[src/rtl/VX_gpu_pkg.sv]
// Shared writeback packet definition for the commit -> register file path.
// Field widths here fix the width of the writeback channel.
// Packet is pure data; no handshake fields live in the struct.
package VX_gpu_pkg;

   localparam int NUM_THREADS = 4;
   localparam int XLEN        = 32;
   localparam int NR_BITS     = 5;
   localparam int ISSUE_WIS_W = 2;
   localparam int UUID_W      = 8;
   localparam int PC_W        = 32;
   localparam int INFL_W      = 4;
   localparam int NUM_WIS     = 1 << ISSUE_WIS_W;

   typedef struct packed {
      logic [UUID_W-1:0]           uuid;
      logic [ISSUE_WIS_W-1:0]      wis;
      logic [NUM_THREADS-1:0]      tmask;
      logic [PC_W-1:0]             pc;
      logic [NR_BITS-1:0]          rd;
      logic [NUM_THREADS*XLEN-1:0] data;
      logic                        sop;
      logic                        eop;
      logic [INFL_W-1:0]           infl_id;
   } wb_pkt_t;

   localparam int WB_DATAW = $bits(wb_pkt_t);

   // A new packet must open a sequence exactly when none is in flight.
   function automatic logic seq_violation(input logic sop, input logic open_pkt);
      return sop == open_pkt;
   endfunction

endpackage

[src/rtl/vx_wb_fifo.sv]
// Small synchronous FIFO for writeback packets.
// Latency: push visible at the head one cycle later, no bypass.
// Backpressure: none upstream; a push into a full FIFO without a same-cycle pop is refused.
module vx_wb_fifo #(
   parameter int DATAW     = 8,
   parameter int DEPTH     = 4,
   parameter int AF_MARGIN = 1
) (
   input  logic             clk,
   input  logic             reset,
   input  logic             push,
   input  logic [DATAW-1:0] push_dat,
   input  logic             pop,
   output logic             push_ok,
   output logic             head_vld,
   output logic [DATAW-1:0] head_dat,
   output logic             almost_full
);

   localparam int PW = $clog2(DEPTH);
   localparam int CW = PW + 1;
   localparam logic [CW-1:0] FULL_LVL = CW'(DEPTH);
   localparam logic [CW-1:0] AF_LVL   = CW'(DEPTH - AF_MARGIN);

   logic [DATAW-1:0] mem [DEPTH];
   logic [PW-1:0]    wr_ptr, rd_ptr;
   logic [CW-1:0]    count;
   logic             full, pop_ok;

   assign full        = (count == FULL_LVL);
   assign head_vld    = (count != '0);
   assign pop_ok      = pop & head_vld;
   // A same-cycle pop frees the slot the push needs.
   assign push_ok     = push & (~full | pop_ok);
   assign head_dat    = mem[rd_ptr];
   assign almost_full = (count >= AF_LVL);

   always_ff @(posedge clk) begin
      if (reset) begin
         wr_ptr <= '0;
         rd_ptr <= '0;
         count  <= '0;
         for (int i = 0; i < DEPTH; i++) mem[i] <= '0;
      end else begin
         if (push_ok) begin
            mem[wr_ptr] <= push_dat;
            wr_ptr      <= wr_ptr + PW'(1);
         end
         if (pop_ok) rd_ptr <= rd_ptr + PW'(1);
         count <= count + CW'(push_ok) - CW'(pop_ok);
      end
   end

endmodule

[src/rtl/vx_writeback_sink.sv]
// Writeback sink: buffers packets, drains to the GPR port, releases scoreboard on eop.
// Latency: push -> gpr_wr_valid 1 cycle; pop -> release_valid 1 cycle.
// Backpressure: gpr_wr_ready stalls the head; upstream is throttled only via almost_full.
module vx_writeback_sink
   import VX_gpu_pkg::*;
#(
   parameter int DEPTH     = 4,
   parameter int AF_MARGIN = 1
) (
   input  logic                        clk,
   input  logic                        reset,
   input  logic                        wb_valid,
   input  logic [WB_DATAW-1:0]         wb_data,
   output logic                        gpr_wr_valid,
   input  logic                        gpr_wr_ready,
   output logic [ISSUE_WIS_W-1:0]      gpr_wr_wis,
   output logic [NR_BITS-1:0]          gpr_wr_rd,
   output logic [NUM_THREADS-1:0]      gpr_wr_tmask,
   output logic [NUM_THREADS*XLEN-1:0] gpr_wr_data,
   output logic                        release_valid,
   output logic [ISSUE_WIS_W-1:0]      release_wis,
   output logic [NR_BITS-1:0]          release_rd,
   output logic                        almost_full,
   output logic                        overflow_err,
   output logic                        seq_err,
   output logic [31:0]                 commit_count
);

   wb_pkt_t             wb_pkt, head;
   logic [WB_DATAW-1:0] head_dat;
   logic                head_vld, push_ok, pop;
   logic [NUM_WIS-1:0]  in_pkt;
   logic                unused_dbg;

   assign wb_pkt = wb_data;

   vx_wb_fifo #(
      .DATAW     (WB_DATAW),
      .DEPTH     (DEPTH),
      .AF_MARGIN (AF_MARGIN)
   ) u_fifo (
      .clk         (clk),
      .reset       (reset),
      .push        (wb_valid),
      .push_dat    (wb_data),
      .pop         (pop),
      .push_ok     (push_ok),
      .head_vld    (head_vld),
      .head_dat    (head_dat),
      .almost_full (almost_full)
   );

   assign head         = head_dat;
   assign pop          = head_vld & gpr_wr_ready;
   assign gpr_wr_valid = head_vld;
   assign gpr_wr_wis   = head.wis;
   assign gpr_wr_rd    = head.rd;
   assign gpr_wr_tmask = head.tmask;
   assign gpr_wr_data  = head.data;

   // Trace-only fields travel through the FIFO but have no consumer here.
   assign unused_dbg = ^{head.uuid, head.pc, head.infl_id, head.sop};

   always_ff @(posedge clk) begin
      if (reset) begin
         in_pkt        <= '0;
         release_valid <= 1'b0;
         release_wis   <= '0;
         release_rd    <= '0;
         overflow_err  <= 1'b0;
         seq_err       <= 1'b0;
         commit_count  <= '0;
      end else begin
         release_valid <= pop & head.eop;
         if (pop & head.eop) begin
            release_wis <= head.wis;
            release_rd  <= head.rd;
         end
         // Dropped packets never touch the sequence tracker.
         if (push_ok) begin
            if (seq_violation(wb_pkt.sop, in_pkt[wb_pkt.wis])) seq_err <= 1'b1;
            in_pkt[wb_pkt.wis] <= ~wb_pkt.eop;
         end
         if (wb_valid & ~push_ok) overflow_err <= 1'b1;
         if (pop) commit_count <= commit_count + 32'd1;
      end
   end

endmodule

[config.mk]
export PLATFORM = sky130hd
export DESIGN_NAME = vx_writeback_sink
export DESIGN_NICKNAME = d
export VERILOG_FILES = /design/src/rtl/VX_gpu_pkg.sv /design/src/rtl/vx_wb_fifo.sv /design/src/rtl/vx_writeback_sink.sv
export SDC_FILE = /design/constraint.sdc
export NUM_CORES = 1
export LEC_CHECK = 0
export CAP_MARGIN = 10
export CORE_MARGIN = 2
export CORE_UTILIZATION = 25
export DETAILED_ROUTE_END_ITERATION = 16
export GPL_TIMING_DRIVEN = 0
export HOLD_SLACK_MARGIN = 0.05
export PLACE_DENSITY = 0.41
export SLEW_MARGIN = 20
export SYNTH_ARGS = -nofsm -noshare
export SYNTH_HDL_FRONTEND = slang
export SYNTH_SLANG_ARGS = --single-unit
[constraint.sdc]
create_clock -name clk -period 29.1 [get_ports clk]
set_clock_uncertainty 0.1 [all_clocks]
set_input_delay 8.73 -clock clk [delete_from_list [all_inputs] [get_ports clk]]
set_output_delay 8.73 -clock clk [all_outputs]
set_load 0.02 [all_outputs]
==> flow_summary.toml, run 1 <==
[sta]
slew_viol_final = 0
tightest_slew_ns = 1.08
fin_crit_sh_pct = 42.9
fmax_ghz = 0.0800
rsz0062_at_grt = "no"
setup_slack_ns = 16.60
hold-worst-slack_ns = 0.393
period_needed_ns = 12.50
setup_viol = 0
finalHoldViolations = 0
relSlewSlack_pct = 27.8

[floorplan]
fp.dieH_um = 329
start_util_pct = 25.2
num_io_pins = 372
core_area_um2 = 105000
num_rows = 119
die_w_um = 329
dieArea_um2 = 108000

[flow_run]
cap_violations = 0

[global_route]
grt.total_usage_pct = 16.1
grt_max_degree = 40
overflow = 0
grt_pass1_wl_mm = 124
grt_pass1_vias = 17200
antenna_found_initial = 22

[cells_and_area]
multi_input_area_um2 = 7970
area_delta_synth_final_pct = 30.7
seqCellArea_um2 = 17900
layout-drive-gt1-share_pct = 14.2
n_fill_cell = 10400
final_nets = 2291

[place]
place_congestion = 0.755
dp_slack_ns = 16.18
dpl.hpwl_mm = 58.1
portBuffers = 325

[yosys]
syn_avg_cell_area_um2 = 15.9
yosysWarnings = 0
synth_top_area_share_pct = 63.5
yosysSeqAreaShare_pct = 67.7
syn_nets = 1858
ys_async_sr_fraction_pct = 0
ys.flop_type = "edfxtp_1"
synth_edf_count = 560
syn-cell-area_um2 = 26500
synth-seq-cells = 615
synth_top_area_cell = "edfxtp_1"
synth_cell_types = 41
ys_top_cells_by_area = "edfxtp_1 (64%), mux4_2 (12%), and3_1 (6.6%)"
syn_inst = 1664

[clock_network]
clk_path_buf_depth = 3
root_buffer = "clkbuf_16"
path_clk_slew_ns = 0.05
cts.sinks = 615
clk_latency_ns = 0.63
numCtsBuffers = 77
cts-htree-levels = 3
cts_resized = 0
hold_buffers = 0
postCtsSetupBuffers = 0
cts_tree = "yes"

[drt]
num_vias = 16400
drt_wl_total_mm = 87.6
firstDrtPassIters = 5
drc = 0
ant_nets = 0
drtIter0Drc = 1092
vias_per_cell = 4.61
wl_per_cell_um = 24.7

[setup_path]
startpoint_type = "flop"
cp.arrival_ns = 3.67
r2r-end = "u_fifo.mem[0][63]$_SDFFCE_PN0P_"
crit_required_ns = 20.27
regToRegSetupSlack_ns = 25.21
slowest_delay_ns = 0.81
r2r_cells = 8
cp_max_fo = 10
end_kind = "primary output"
reg2reg_from = "u_fifo.count[1]$_SDFF_PP0_"
path_class = "reg2out"
crit_slowest_cell = "clkbuf_1"
path_cells = "clkbuf_1 -> buf_1 -> mux4_2 -> clkdlybuf4s50_1"

[hold_path]
hold_end = "seq_err$_SDFFE_PP0P_"
hp-class = "reg2reg"
min_path_cells = 1
holdCritStartpoint = "seq_err$_SDFFE_PP0P_"

[outcome]
status = "finished, final reports clean"

[power]
ir_drop_mv = 0.0379
power-per-cell-area_nw_per_um2 = 78.3
p_leak_uw = 0.0129
## cells in the mapped netlist (all sizes together), types with 2 or more instances
master,number
edfxtp,560
and3,280
and2,278
mux4,141
clkbuf,108
dfxtp,55
buf,31
nor2,30
a21oi,25
inv,17
nand2,15
o31ai,15
or4,15
nand3,13
mux2i,11
o21ai,11
or3,10
xnor2,7
xor2,7
nand4,6
ha,4
nor3,4
and4,3
nand4b,2
nand4bb,2
nor2b,2
nor4,2
nor4b,2
## where the power goes
| group | leakage [µW] | switching [µW] | internal, µW | total (µW) |
|---|---|---|---|---|
| combinational | 0.00552 | 405 | 317 | 722 |
| clock | 0.00114 | 379 | 531 | 910 |
| sequential | 0.00627 | 22.1 | 1050 | 1080 |
## cells by family (layout without fill, tap and decap cells)
group           after synthesis  in the layout  synth area share (%)
simple gates                668            668                  15.6
compound gates               54             54                  1.27
other cells                   0              5                     0
fa+ha+maj                     5              5                 0.265
flops                       615            615                  67.7
xor+xnor                     14             14                 0.463
buf+inv                     156            644                  2.32
mux                         152            152                  12.4
## final cells by class
class                      count  share of cell area [%]
sequential                   615                    51.8
multi-input combinational    893                    23.0
timing repair buffer         354                    11.5
clock buffer                 110                    6.11
tap                         1391                    5.03
buffer                       139                    1.61
clock inverter                24                   0.626
inverter                      17                   0.185
antenna                        5                  0.0362
## state kept, by name, indices dropped and copies added, names as in the netlist, named ones only
register / cells
commit_count: 32
in_pkt: 4
u_fifo.wr_ptr: 2
release_valid: 1
release_wis: 2
u_fifo.rd_ptr: 2
seq_err: 1
u_fifo.mem: 560
release_rd: 5
u_fifo.count: 3
overflow_err: 1
## worst max path at each step
stage	from	end	slack (ns)	depth (start not counted)
after global placement	wb_valid	u_fifo.mem[3][106]$_DFFE_PP_	-3.30	3
after global routing	flop	gpr_wr_data[23]	16.36	4
final	flop	gpr_wr_data[20]	16.60	4
after floorplan	gpr_wr_ready	u_fifo.mem[1][100]$_SDFFCE_PN0P_	9.17	4
after detailed placement	wb_valid	u_fifo.mem[0][57]$_SDFFCE_PN0P_	16.18	9
after CTS	flop	gpr_wr_data[12]	16.49	4
## critical path, delay by kind of cell (launching register included)
family / cells / cell delay, ns
mux: 1 / 0.34
flops: 1 / 0.43
buf+inv: 3 / 2.27
## placed cells by master, fill, tap and decap left out, types with 11 or more instances in the layout
cell type / Yosys / routed
edfxtp_1: 560 / 560
clkdlybuf4s50_1: 0 / 325
and3_1: 280 / 280
and2_1: 278 / 278
mux4_2: 141 / 141
clkbuf_1: 108 / 132
clkbuf_16: 0 / 80
dfxtp_1: 55 / 55
nor2_1: 30 / 30
a21oi_1: 25 / 25
buf_2: 22 / 22
buf_16: 0 / 22
inv_1: 16 / 16
nand2_1: 15 / 15
o31ai_1: 15 / 15
or4_1: 15 / 15
nand3_1: 13 / 13
mux2i_1: 11 / 11
## per-layer routing
layer / vias to the layer above / global-route usage, % / part of all wire, %
li1: 7286 / - / -
met2: 468 / 26.0 / 48
met3: 144 / 4.89 / 7.3
met5: - / 0 / 0.25
met4: 32 / 5.00 / 2.3
met1: 8441 / 20.6 / 42
## through the flow
step	area, µm²	cells	utilization, %	TNS [ns]	power [µW]
floorplan	26500	1664	-	0	1480
global placement	31500	3380	29.9	-812.75	1850
detailed placement	32200	3409	30.7	0	1840
CTS	34600	3543	32.9	0	2760
global route	34600	3546	32.9	0	2820
finish	34600	3548	32.9	0	2710
Power figures use the tool's default switching activity.
==> run 2: changes to the inputs <==
PLACE_DENSITY = 0.42   (was 0.41)
clock period = 11.2 ns   (was 29.1 ns; I/O delays follow)
==> run 2 against run 1 <==
  * Critical path depth stayed put
  * Clock power grew to 2.6 times the previous value
  * Global-route usage fell by 0.080 points
  * Critical endpoint is now gpr_wr_data[21]
==> flow_summary.toml, run 2 (same netlist as run 1, synthesis figures left out) <==
[setup_path]
crit_required_ns = 7.74
cp_max_fo = 10
path_cells = "clkbuf_1 -> buf_1 -> mux4_2 -> clkdlybuf4s50_1"
crit_slowest_cell = "clkbuf_1"
critPathBufInv = 3
slowest_delay_ns = 0.76
startpoint_type = "flop"
cpLargestDelayFamily = "buffers and inverters"
reg2reg_from = "u_fifo.count[1]$_SDFF_PP0_"
cp.arrival_ns = 3.66
path_class = "reg2out"
end_kind = "primary output"

[sta]
finalHoldViolations = 0
period_needed_ns = 7.12
slew_viol_final = 0
relSlewSlack_pct = 29.2
fmax_ghz = 0.140
setup_viol = 0
rsz0062_at_grt = "no"
fin_crit_sh_pct = 63.6
hold-worst-slack_ns = 0.386
tightest_slew_ns = 1.06

[clock_network]
numCtsBuffers = 77
cts-htree-levels = 3
postCtsSetupBuffers = 0
path_clk_slew_ns = 0.05
cts_tree = "yes"
hold_buffers = 0
cts_resized = 0
cts.sinks = 615
clk_latency_ns = 0.62
clk_path_buf_depth = 3
root_buffer = "clkbuf_16"

[global_route]
grt_pass1_wl_mm = 124
top_usage_layer = "met2"
use_met2_pct = 25.6
grt.total_usage_pct = 16.0
grt_pass1_vias = 17400
met3_usage_pct = 5.57
use_met1_pct = 20.7
grt_max_degree = 42
overflow = 0
antenna_found_initial = 21

[floorplan]
die_w_um = 329
core_area_um2 = 105000
num_io_pins = 372
dieArea_um2 = 108000
fp.dieH_um = 329
num_rows = 119
start_util_pct = 25.2

[cells_and_area]
layout-drive-gt1-share_pct = 14.7
final_nets = 2289
n_fill_cell = 10400
layout_common_cells = "edfxtp_1 (560), clkdlybuf4s50_1 (325), and3_1 (280)"
fin_area_um2 = 34600
top_register = "u_fifo.mem"
seqCellArea_um2 = 17900
area_delta_synth_final_pct = 30.7
largest_reg_flops = 560
top_regs = "u_fifo.mem (560), commit_count (32), release_rd (5)"
multi_input_area_um2 = 7970
final_common_cell = "edfxtp_1"

[power]
p_leak_uw = 0.0130
ir_drop_mv = 0.111
power-per-cell-area_nw_per_um2 = 203

[place]
place_congestion = 0.744
place_area_um2 = 32200
dpl.hpwl_mm = 57.4
portBuffers = 325

[drt]
num_vias = 16200
drc = 0
ant_nets = 0
drtIter0Drc = 1116
vias_per_cell = 4.57
wl_per_cell_um = 24.5
drt_wl_total_mm = 87.0
firstDrtPassIters = 5

[outcome]
status = "finished, final reports clean"

[flow_run]
cap_violations = 0

[hold_path]
holdCritStartpoint = "overflow_err$_SDFFE_PP0P_"
hp-class = "reg2reg"
-- run 2: cell count changes in the layout (fill, tap and decap cells not counted), moves of 3 or more --
cell,delta
buf_16,+5
clkbuf_1,-16
clkinv_1,+3
clkinv_2,+9
buf_12,-6
inv_6,-4
-- run 2: final cells by class --
type / count / share of cell area (%)
Sequential cell: 615 / 51.8
Multi-Input combinational cell: 893 / 23.0
Timing Repair Buffer: 352 / 11.5
Clock buffer: 96 / 6.02
Tap cell: 1391 / 5.03
Buffer: 139 / 1.61
Clock inverter: 37 / 0.770
Inverter: 17 / 0.184
Antenna cell: 4 / 0.0289
-- run 2: where the power goes --
part / leakage, µW / switching [µW] / internal (µW)
combinational: 0.00552 / 1050 / 823
clock: 0.00116 / 993 / 1360
sequential: 0.00627 / 58.0 / 2740
-- run 2: metrics by stage --
step	worst slack, ns	total power [µW]	cells	setup TNS [ns]	utilization [%]
final	4.08	7020	3544	0	32.9
after global routing	3.77	7330	3543	0	32.9
after CTS	3.89	7150	3540	0	32.9
after detailed placement	4.04	4770	3407	0	30.7
after global placement	-15.87	4800	3380	-4647.47	29.9
after floorplan	-3.36	3850	1664	-940.60	-
-- run 2: path summary, 6_finish.rpt --
check                               endpoint  slack (ns)  cells past startpoint
min reg2reg        overflow_err$_SDFFE_PP0P_        0.39                      2
max                          gpr_wr_data[21]        4.08                      4
min                overflow_err$_SDFFE_PP0P_        0.39                      2
max reg2reg  u_fifo.mem[0][96]$_SDFFCE_PN0P_        7.64                      7
-- run 2: worst min-delay path, cell delays in order (launching register included) --
cell and delay (ns):
dfxtp_1 0.34, a21oi_1 0.05, nor2_1 0.07
-- run 2: layer usage --
| metal | share of wire [%] | routed length, µm | up-vias |
|---|---|---|---|
| met1 | 43 | 37100 | 8319 |
| met2 | 48 | 41500 | 420 |
| li1 | - | - | 7277 |
| met3 | 7.5 | 6500 | 132 |
| met4 | 2.0 | 1710 | 32 |
| met5 | 0.24 | 207 | - |
